===== src/rtl/tank_ctrl_param.sv =====
// Per-player artillery tank controller: keycode-driven terrain-following movement with a per-turn
// fuel budget, edge-triggered aim, single-shot fire/reload FSM, saturating HP and a sticky game-over flag.
module tank_ctrl_param #(
  parameter int          X_START   = 550,
  parameter int          X_MIN     = 0,
  parameter int          X_MAX     = 639,
  parameter int          TANK_SIZE = 4,
  parameter int          Y_OFFSET  = 45,
  parameter int          MOVE_DIV  = 2,
  parameter int          FUEL_MAX  = 120,
  parameter int          AIM_MAX   = 63,
  parameter int          AIM_STEP  = 3,
  parameter int          AIM_INIT  = 0,
  parameter int          HP_MAX    = 10,
  parameter int          DMG_BASE  = 5,
  parameter logic [7:0]  KEY_L     = 8'h0d,
  parameter logic [7:0]  KEY_R     = 8'h0f,
  parameter logic [7:0]  KEY_U     = 8'h0c,
  parameter logic [7:0]  KEY_D     = 8'h0e,
  parameter logic [7:0]  KEY_FIRE  = 8'h28,
  parameter logic [7:0]  KEY_RLD   = 8'h13,
  localparam int         FUEL_W    = $clog2(FUEL_MAX + 1),
  localparam int         AIM_W     = $clog2(AIM_MAX + 1),
  localparam int         HP_W      = $clog2(HP_MAX + 1)
) (
  input  logic              frame_clk,
  input  logic              Reset_n,
  input  logic [7:0]        keycode,
  input  logic              game_active,
  input  logic              my_turn,
  input  logic              hit,
  input  logic [1:0]        enemy_type,
  input  logic [9:0]        terrain_y,
  output logic [9:0]        TankX,
  output logic [9:0]        TankY,
  output logic [9:0]        TankS,
  output logic              Direction,
  output logic [AIM_W-1:0]  aim,
  output logic              shoot,
  output logic [FUEL_W-1:0] fuel,
  output logic [HP_W-1:0]   HP,
  output logic              GG
);

  localparam int              DIV_W    = (MOVE_DIV > 1) ? $clog2(MOVE_DIV) : 1;
  localparam logic [DIV_W-1:0] DIV_LAST = DIV_W'(MOVE_DIV - 1);
  localparam logic [9:0]      X_LO     = 10'(X_MIN + TANK_SIZE);
  localparam logic [9:0]      X_HI     = 10'(X_MAX - TANK_SIZE);
  localparam logic [9:0]      X_RST    = 10'(X_START);
  localparam logic [9:0]      Y_OFF    = 10'(Y_OFFSET);

  typedef enum logic [1:0] {ST_READY, ST_FIRE, ST_SPENT} fire_state_e;

  fire_state_e       state_q, state_d;
  logic [9:0]        x_q, x_d, y_q, y_d;
  logic              dir_q, dir_d, shoot_q, shoot_d, gg_q, gg_d, turn_prev_q, turn_prev_d;
  logic [AIM_W-1:0]  aim_q, aim_d;
  logic [FUEL_W-1:0] fuel_q, fuel_d;
  logic [HP_W-1:0]   hp_q, hp_d;
  logic [DIV_W-1:0]  div_q, div_d;
  logic [7:0]        key_v, key_prev_q, key_prev_d;
  logic              turn_rise, move_l, move_r, step_now;
  logic              up_edge, down_edge, fire_edge, rld_edge;
  logic [31:0]       dmg;

  always_comb begin
    // NOTE: every variable gets a default before any branch so no path leaves it unassigned (no latches).
    key_v      = (game_active && my_turn && !gg_q) ? keycode : 8'h00;
    turn_rise  = my_turn && !turn_prev_q;
    move_l     = (key_v == KEY_L);
    move_r     = (key_v == KEY_R);
    up_edge    = (key_v == KEY_U)    && (key_prev_q != KEY_U);
    down_edge  = (key_v == KEY_D)    && (key_prev_q != KEY_D);
    fire_edge  = (key_v == KEY_FIRE) && (key_prev_q != KEY_FIRE);
    rld_edge   = (key_v == KEY_RLD)  && (key_prev_q != KEY_RLD);
    step_now   = (div_q == DIV_LAST) && (fuel_q != '0);
    dmg        = 32'(DMG_BASE) - 32'(enemy_type);

    x_d         = x_q;
    dir_d       = dir_q;
    aim_d       = aim_q;
    fuel_d      = fuel_q;
    hp_d        = hp_q;
    state_d     = state_q;
    div_d       = '0;
    key_prev_d  = key_v;
    turn_prev_d = my_turn;
    y_d         = (terrain_y >= Y_OFF) ? terrain_y - Y_OFF : '0;

    if (move_l || move_r) begin
      dir_d = move_r;
      div_d = (div_q == DIV_LAST) ? '0 : div_q + 1'b1;
      // Blocked steps at the clamp or with an empty tank cost no fuel.
      if (step_now && move_r && (x_q < X_HI)) begin
        x_d    = x_q + 10'd1;
        fuel_d = fuel_q - 1'b1;
      end else if (step_now && move_l && (x_q > X_LO)) begin
        x_d    = x_q - 10'd1;
        fuel_d = fuel_q - 1'b1;
      end
    end
    if (turn_rise) fuel_d = FUEL_W'(FUEL_MAX);

    if (up_edge)
      aim_d = (32'(aim_q) + 32'(AIM_STEP) >= 32'(AIM_MAX)) ? AIM_W'(AIM_MAX)
                                                           : AIM_W'(32'(aim_q) + 32'(AIM_STEP));
    else if (down_edge)
      aim_d = (32'(aim_q) <= 32'(AIM_STEP)) ? '0 : AIM_W'(32'(aim_q) - 32'(AIM_STEP));

    case (state_q)
      ST_READY: if (fire_edge) state_d = ST_FIRE;
      ST_FIRE:  state_d = ST_SPENT;
      ST_SPENT: if (rld_edge || turn_rise) state_d = ST_READY;
      default:  state_d = ST_READY;
    endcase

    // GG looks at the registered HP, so it rises one frame after HP reaches zero.
    gg_d = gg_q || (hp_q == '0);
    if (hit && !gg_q)
      hp_d = (32'(hp_q) > dmg) ? HP_W'(32'(hp_q) - dmg) : '0;

    if (!game_active) begin
      hp_d    = HP_W'(HP_MAX);
      gg_d    = 1'b0;
      fuel_d  = FUEL_W'(FUEL_MAX);
      aim_d   = AIM_W'(AIM_INIT);
      x_d     = X_RST;
      state_d = ST_READY;
    end

    shoot_d = (state_d == ST_FIRE);
  end

  // NOTE: sequential state uses non-blocking assignments so every flop samples pre-edge values.
  always_ff @(posedge frame_clk or negedge Reset_n) begin
    if (!Reset_n) begin
      state_q     <= ST_READY;
      x_q         <= X_RST;
      y_q         <= '0;
      dir_q       <= 1'b0;
      aim_q       <= AIM_W'(AIM_INIT);
      shoot_q     <= 1'b0;
      fuel_q      <= FUEL_W'(FUEL_MAX);
      hp_q        <= HP_W'(HP_MAX);
      gg_q        <= 1'b0;
      div_q       <= '0;
      key_prev_q  <= 8'h00;
      turn_prev_q <= 1'b0;
    end else begin
      state_q     <= state_d;
      x_q         <= x_d;
      y_q         <= y_d;
      dir_q       <= dir_d;
      aim_q       <= aim_d;
      shoot_q     <= shoot_d;
      fuel_q      <= fuel_d;
      hp_q        <= hp_d;
      gg_q        <= gg_d;
      div_q       <= div_d;
      key_prev_q  <= key_prev_d;
      turn_prev_q <= turn_prev_d;
    end
  end

  assign TankX     = x_q;
  assign TankY     = y_q;
  assign TankS     = 10'(TANK_SIZE);
  assign Direction = dir_q;
  assign aim       = aim_q;
  assign shoot     = shoot_q;
  assign fuel      = fuel_q;
  assign HP        = hp_q;
  assign GG        = gg_q;

endmodule


===== config.mk =====
export PLATFORM = sky130hd
export DESIGN_NAME = tank_ctrl_param
export DESIGN_NICKNAME = d
export VERILOG_FILES = /design/src/rtl/tank_ctrl_param.sv
export SDC_FILE = /design/constraint.sdc
export NUM_CORES = 1
export LEC_CHECK = 0
export BUFFER_PORTS_ARGS = -buffer_cell sky130_fd_sc_hd__buf_2
export CAP_MARGIN = 15
export CORE_MARGIN = 5
export CORE_UTILIZATION = 50
export CTS_CLUSTER_DIAMETER = 120
export DETAILED_ROUTE_END_ITERATION = 10
export PLACE_DENSITY = 0.83
export SLEW_MARGIN = 10
export SYNTH_ARGS = -nofsm -noshare
export SYNTH_HDL_FRONTEND = slang
export SYNTH_SLANG_ARGS = --single-unit

===== constraint.sdc =====
create_clock -name frame_clk -period 3.5 [get_ports frame_clk]
set_input_delay 0.525 -clock frame_clk [delete_from_list [all_inputs] [get_ports frame_clk]]
set_output_delay 0.525 -clock frame_clk [all_outputs]
set_load 0.05 [all_outputs]

==> results of run 1 <==
worst max path at each step:
stage,end,from,cells past startpoint,slack (ps)
final,TankX[9]$_DFFE_PN1P_,fuel[0]$_DFFE_PN0P_,11,270
after global routing,TankX[8]$_DFFE_PN0P_,fuel[0]$_DFFE_PN0P_,12,50
after CTS,TankX[9]$_DFFE_PN1P_,fuel[0]$_DFFE_PN0P_,11,310
after detailed placement,TankX[9]$_DFFE_PN1P_,fuel[0]$_DFFE_PN0P_,11,330
after global placement,TankX[8]$_DFFE_PN0P_,fuel[0]$_DFFE_PN0P_,12,440
after floorplan,TankX[8]$_DFFE_PN0P_,fuel[0]$_DFFE_PN0P_,12,270
sequential cells by signal (all words and copies together) (netlist names), 2 cells and up:
| register | count |
|---|---|
| TankX | 10 |
| HP | 4 |
| key_prev_q | 8 |
| aim | 6 |
| state_q | 2 |
| fuel | 7 |
| TankY | 10 |
cells by family after synthesis:
logic type      after synthesis  share of synthesized area, %
fa+ha+maj                    18                          7.01
mux                           9                          2.63
buf+inv                      46                          6.61
simple gates                141                          23.2
flops                        52                          38.3
compound gates               92                          19.0
other cells                   2                         0.219
xor+xnor                     12                          3.07
worst max-delay path, stage by stage, from the launching register on:
cell	delay [ps]
dfrtp_1	450
inv_1	100
ha_1	150
or3b_1	400
o41ai_4	250
a211o_1	370
ha_1	300
a21oi_1	280
o2111ai_1	240
a21oi_1	300
nor3_1	100
a311oi_1	210
power by group:
part / total [W] / switching [W] / internal, W
registers: 0.000644 / 0.0000168 / 0.000627
clock network: 0.000409 / 0.000198 / 0.000212
logic: 0.000248 / 0.000181 / 0.0000668
synth_stat cells (4+ instances only):
library cell	instances	area, µm²
a31oi_1	4	25.0
nand4_1	11	68.8
mux2i_1	9	90.1
and2_1	11	68.8
o211ai_1	5	37.5
xnor2_1	6	52.6
nor4_1	6	37.5
inv_1	24	90.1
a21oi_1	23	115
xor2_1	6	52.6
o31ai_1	5	37.5
nor2b_1	7	43.8
clkbuf_1	8	30.0
and3_1	4	25.0
nor3_1	9	45.0
nand2_1	17	63.8
nand3_1	18	90.1
ha_1	16	200
dfrtp_1	42	1050
o21ai_0	21	105
buf_4	12	90.1
dfstp_2	10	263
nor2_1	32	120
layer usage:
layer | vias to the layer above | routed length (µm) | part of all wire (%) | track usage, %
li1 | 1455 | - | - | -
met1 | 1462 | 3810 | 46 | 26.9
met2 | 97 | 3900 | 47 | 31.9
met3 | 7 | 470 | 5.7 | 3.90
met4 | 0 | 62 | 0.75 | 4.76
met5 | - | 0 | 0 | 0
per-stage QoR:
| stage | util, % | hold slack [ps] | total power (W) | setup slack [ps] | cell area, µm² |
|---|---|---|---|---|---|
| finish | 58.0 | 282 | 0.00130 | 265 | 3900 |
| CTS | 58.0 | 288 | 0.00132 | 306 | 3900 |
| floorplan | - | 229 | 0.000833 | 267 | 3460 |
| global route | 58.0 | 340 | 0.00137 | 48.0 | 3900 |
| global placement | 56.3 | 476 | 0.000897 | 440 | 3780 |
| detailed placement | 56.3 | 479 | 0.000903 | 325 | 3780 |
final cells by class:
cell class | instances | area, µm²
clock buffer | 5 | 68.8
tap | 80 | 100
multi-input combinational | 282 | 1920
sequential | 52 | 1310
fill | 601 | 2820
timing repair buffer | 70 | 365
inverter | 24 | 90.1
clock inverter | 3 | 42.5
==> impl_metrics.py, run 1 <==
metrics = {
    "synthesis": {
        "synth-warning-count": 0,
        "syn_area_um2": 3430,
        "synthFlopType": "dfrtp_1",
        "ys_seq_area_share_pct": 38.3,
        "synth-seq-cells": 52,
        "synthArstFlopShare_pct": 100,
        "synth_edf_count": 0,
        "ys_types": 63,
        "synthCells": 372,
        "postSynthAreaPerCell_um2": 9.21,
    },
    "die": {
        "ioPinCount": 75,
        "num_rows": 30,
        "initial_core_util_pct": 51.0,
        "die_area_um2": 8610,
        "core_um2": 6720,
        "die_y_um": 92.8,
        "die_x_um": 92.8,
    },
    "critical_path": {
        "worstPathArrival_ps": 3450,
        "reg2reg_slack_ps": 270,
        "crit_path_start_kind": "register",
        "path_class": "reg -> reg",
        "endpoint_kind": "register",
        "reg2reg_depth": 11,
        "r2r_end": "TankX[9]$_DFFE_PN1P_",
        "cp_max_fo": 9,
        "worst_ep_required_time_ps": 3710,
        "r2r-start": "fuel[0]$_DFFE_PN0P_",
    },
    "cts": {
        "cts-hold-fix-buffers": 0,
        "cts_setup_buffers": 0,
        "post_cts_resized": 0,
        "worstSkewPairLatency_ps": 300,
        "path_clk_slew_ps": 90,
        "cts_buffers": 5,
        "clock_sinks": 52,
        "clockBufferDepth": 2,
        "h-tree-depth": 2,
        "cts_root_buffer": "clkbuf_8",
        "cts_tree": "built",
    },
    "hold_path": {
        "hp-class": "in -> async",
    },
    "grt": {
        "gr-total-overflow": 0,
        "grt_pass1_vias": 2946,
        "grt_pass1_wl_mm": 13.8,
        "grt_usage_pct": 19.6,
        "antenna_found_initial": 0,
        "grt_start_max_net_pins": 35,
    },
    "timing": {
        "drv_slew": 0,
        "fin_crit_ps": 3230,
        "setup_viol_count_final": 0,
        "maxClockFrequency_mhz": 309,
        "relSlewSlack_pct": 49.2,
        "hold_viol": 0,
        "rsz0062_at_grt": "no",
        "totalNegativeSetupSlack_ps": 0,
        "min_period_over_period_pct": 92.4,
        "tightest_slew_ps": 761,
        "skew_ps": 6.39,
    },
    "final_layout": {
        "final_cells": 516,
        "n_antenna_cell": 0,
        "nets": 478,
        "drive_gt1_share_pct": 22.5,
        "layout_common_cells": "buf_2 (64), dfrtp_1 (42), nor2_1 (32), inv_1 (24), a21oi_1 (23)",
        "final_common_cell": "buf_2",
        "syn2layout_area_growth_pct": 13.7,
    },
    "route": {
        "routed_wl_mm": 8.24,
        "num_vias": 3021,
        "drc": 0,
        "viasPerCell": 5.85,
        "wl_per_cell_um": 16.0,
        "ant_nets": 0,
        "dr.first_iter.drc_count": 198,
        "firstDrtPassIters": 5,
    },
    "placement": {
        "portBuffers": 64,
        "dp_hpwl_mm": 6.13,
        "place_congestion": 0.901,
        "dp.cells": 508,
    },
    "power_and_ir_drop": {
        "leakagePower_nw": 1.77,
        "ir_drop_mv": 0.232,
        "powerDensity_nw_per_um2": 334,
    },
    "flow_run": {
        "cap_violations": 0,
    },
    "status": {
        "status": "finished clean",
    },
}
Note: power is estimated with default switching activity, not from simulation.
==> inputs of run 2 (changes only) <==
- clock period: 3.5 -> 4.05 ns (I/O delays scaled with it)
==> run 2 against run 1 <==
Flip-flop and latch count stayed put. Cell count shrank 0.78%. Worst setup slack better by 290 ps. Register-to-register slack gained 290 ps. First-iteration DRC count decreased by 8.6%. Die area unchanged. Worst hold slack better by 130 ps.
==> impl_metrics.py, run 2 (synthesis results as in run 1) <==
metrics = {
    "timing": {
        "totalNegativeSetupSlack_ps": 0,
        "maxClockFrequency_mhz": 286,
        "min_period_over_period_pct": 86.2,
        "hold_viol": 0,
        "setup_viol_count_final": 0,
        "drv_slew": 0,
        "skew_ps": 9.06,
        "tightest_slew_ps": 796,
        "fin_crit_ps": 3490,
        "rsz0062_at_grt": "no",
        "relSlewSlack_pct": 46.5,
    },
    "final_layout": {
        "nets": 474,
        "final_cells": 512,
        "n_antenna_cell": 0,
        "syn2layout_area_growth_pct": 12.7,
        "layout_common_cells": "buf_2 (64), dfrtp_1 (42), nor2_1 (32), inv_1 (24), a21oi_1 (23)",
        "drive_gt1_share_pct": 21.5,
        "final_common_cell": "buf_2",
    },
    "flow_run": {
        "cap_violations": 0,
    },
    "grt": {
        "antenna_found_initial": 0,
        "grt_pass1_vias": 2894,
        "gr-total-overflow": 0,
        "grt_pass1_wl_mm": 13.8,
        "grt_start_max_net_pins": 53,
        "grt_usage_pct": 19.5,
    },
    "die": {
        "ioPinCount": 75,
        "core_um2": 6720,
        "die_y_um": 92.8,
        "initial_core_util_pct": 51.0,
        "die_area_um2": 8610,
        "num_rows": 30,
        "die_x_um": 92.8,
    },
    "route": {
        "viasPerCell": 5.96,
        "routed_wl_mm": 8.37,
        "wl_met3_um": 566,
        "firstDrtPassIters": 4,
        "dr.first_iter.drc_count": 181,
        "ant_nets": 0,
        "m1WireLength_mm": 3.69,
        "wl_per_cell_um": 16.3,
        "met2WireLength_mm": 3.98,
        "drc": 0,
        "num_vias": 3052,
        "top_layer": "met4",
    },
    "power_and_ir_drop": {
        "leakagePower_nw": 1.75,
        "p_comb_share_pct": 19.0,
        "swShare_pct": 30.7,
        "powerDensity_nw_per_um2": 292,
        "power_frac_seq_pct": 49.3,
        "ir_drop_mv": 0.197,
        "p_clk_share_pct": 31.7,
        "internal_power_w": 0.000783,
        "p_switching_w": 0.000347,
    },
    "cts": {
        "cts_tree": "built",
        "cts_buffers": 5,
        "cts_setup_buffers": 0,
        "cts-hold-fix-buffers": 0,
        "post_cts_resized": 0,
        "clock_sinks": 52,
        "clockBufferDepth": 2,
        "h-tree-depth": 2,
        "path_clk_slew_ps": 100,
        "cts_root_buffer": "clkbuf_8",
        "worstSkewPairLatency_ps": 310,
    },
    "critical_path": {
        "worst_path_most_repeated_cell": "inv_1",
        "crit_start": "fuel[0]$_DFFE_PN0P_",
        "crit_path_start_kind": "register",
        "r2r-start": "fuel[0]$_DFFE_PN0P_",
        "crit_chain": "inv_1, ha_1, or3b_1, o41ai_4, a211o_1, inv_1, fa_1, nor2b_1, o2111ai_1, a31oi_1, nor3_1, o31ai_1",
        "endpoint_kind": "register",
        "worst_ep_required_time_ps": 4270,
        "max_stage_delay_ps": 460,
        "cp_max_fo": 9,
        "worstPathArrival_ps": 3710,
        "path_buf_inv": 2,
        "crit_slowest_cell": "dfrtp_1",
        "path_class": "reg -> reg",
        "crit_family": "compound AO/OA/AOI/OAI gates",
    },
    "status": {
        "status": "finished clean",
    },
    "placement": {
        "dp_hpwl_mm": 6.20,
        "portBuffers": 64,
        "dp.cells": 504,
        "place_congestion": 0.942,
    },
    "hold_path": {
        "hp-class": "in -> async",
    },
}
run 2: changes by cell type in the layout (fill, tap and decap cells not counted), sizes merged:
cell | previous run | this run
clkbuf | 5 | 6
clkinvlp | 1 | 0
buf | 70 | 66
run 2: routing by layer:
metal / track usage (%) / vias up
met5: 0 / -
met4: 5.37 / 0
met3: 3.98 / 14
met2: 31.9 / 107
met1: 26.1 / 1469
li1: - / 1462
run 2: power groups by stage:
stage	clock [W]	combinational, W	sequential (W)
6_report	0.000358	0.000214	0.000557
5_1_grt	0.000388	0.000234	0.000560
4_1_cts	0.000370	0.000216	0.000557
3_5_place_dp	0	0.000215	0.000566
3_3_place_gp	0	0.000210	0.000565
2_1_floorplan	0	0.0000976	0.000623
run 2: layout make-up:
class / instances / area [µm²]
multi-input cells: 282 / 1920
well taps: 80 / 100
clock buffers: 6 / 72.6
clock inverters: 2 / 35.0
fillers: 589 / 2860
inverters: 24 / 90.1
repair buffers: 66 / 335
flip-flops and latches: 52 / 1310
run 2: final timing paths:
check	to	slack, ps	depth (start not counted)
worst max-delay path	TankX[8]$_DFFE_PN0P_	560	12
worst min-delay path	key_prev_q[4]$_DFF_PN0_	420	2
worst max register to register	TankX[8]$_DFFE_PN0P_	560	12
worst min register to register	div_q$_DFF_PN0_	490	1
max in group asynchronous	aim[5]$_DFFE_PN0P_	3200	2
min in group frame_clk	turn_prev_q$_DFF_PN0_	460	1
run 2: worst register-to-register path: stages, from the launching register on:
cell and delay, ps:
dfrtp_1 460, inv_1 110, ha_1 150, or3b_1 410
o41ai_4 420, a211o_1 360, inv_1 100, fa_1 410
nor2b_1 260, o2111ai_1 210, a31oi_1 230, nor3_1 70
o31ai_1 230
run 2: through the flow:
stage	setup WS (ps)	power, W	hold WS [ps]	area (µm²)	util (%)
after global placement	811	0.000775	479	3750	55.9
final	558	0.00113	415	3860	57.5
after global routing	313	0.00118	446	3860	57.5
after detailed placement	662	0.000781	486	3750	55.9
after floorplan	817	0.000720	312	3460	-
after CTS	604	0.00114	433	3860	57.5
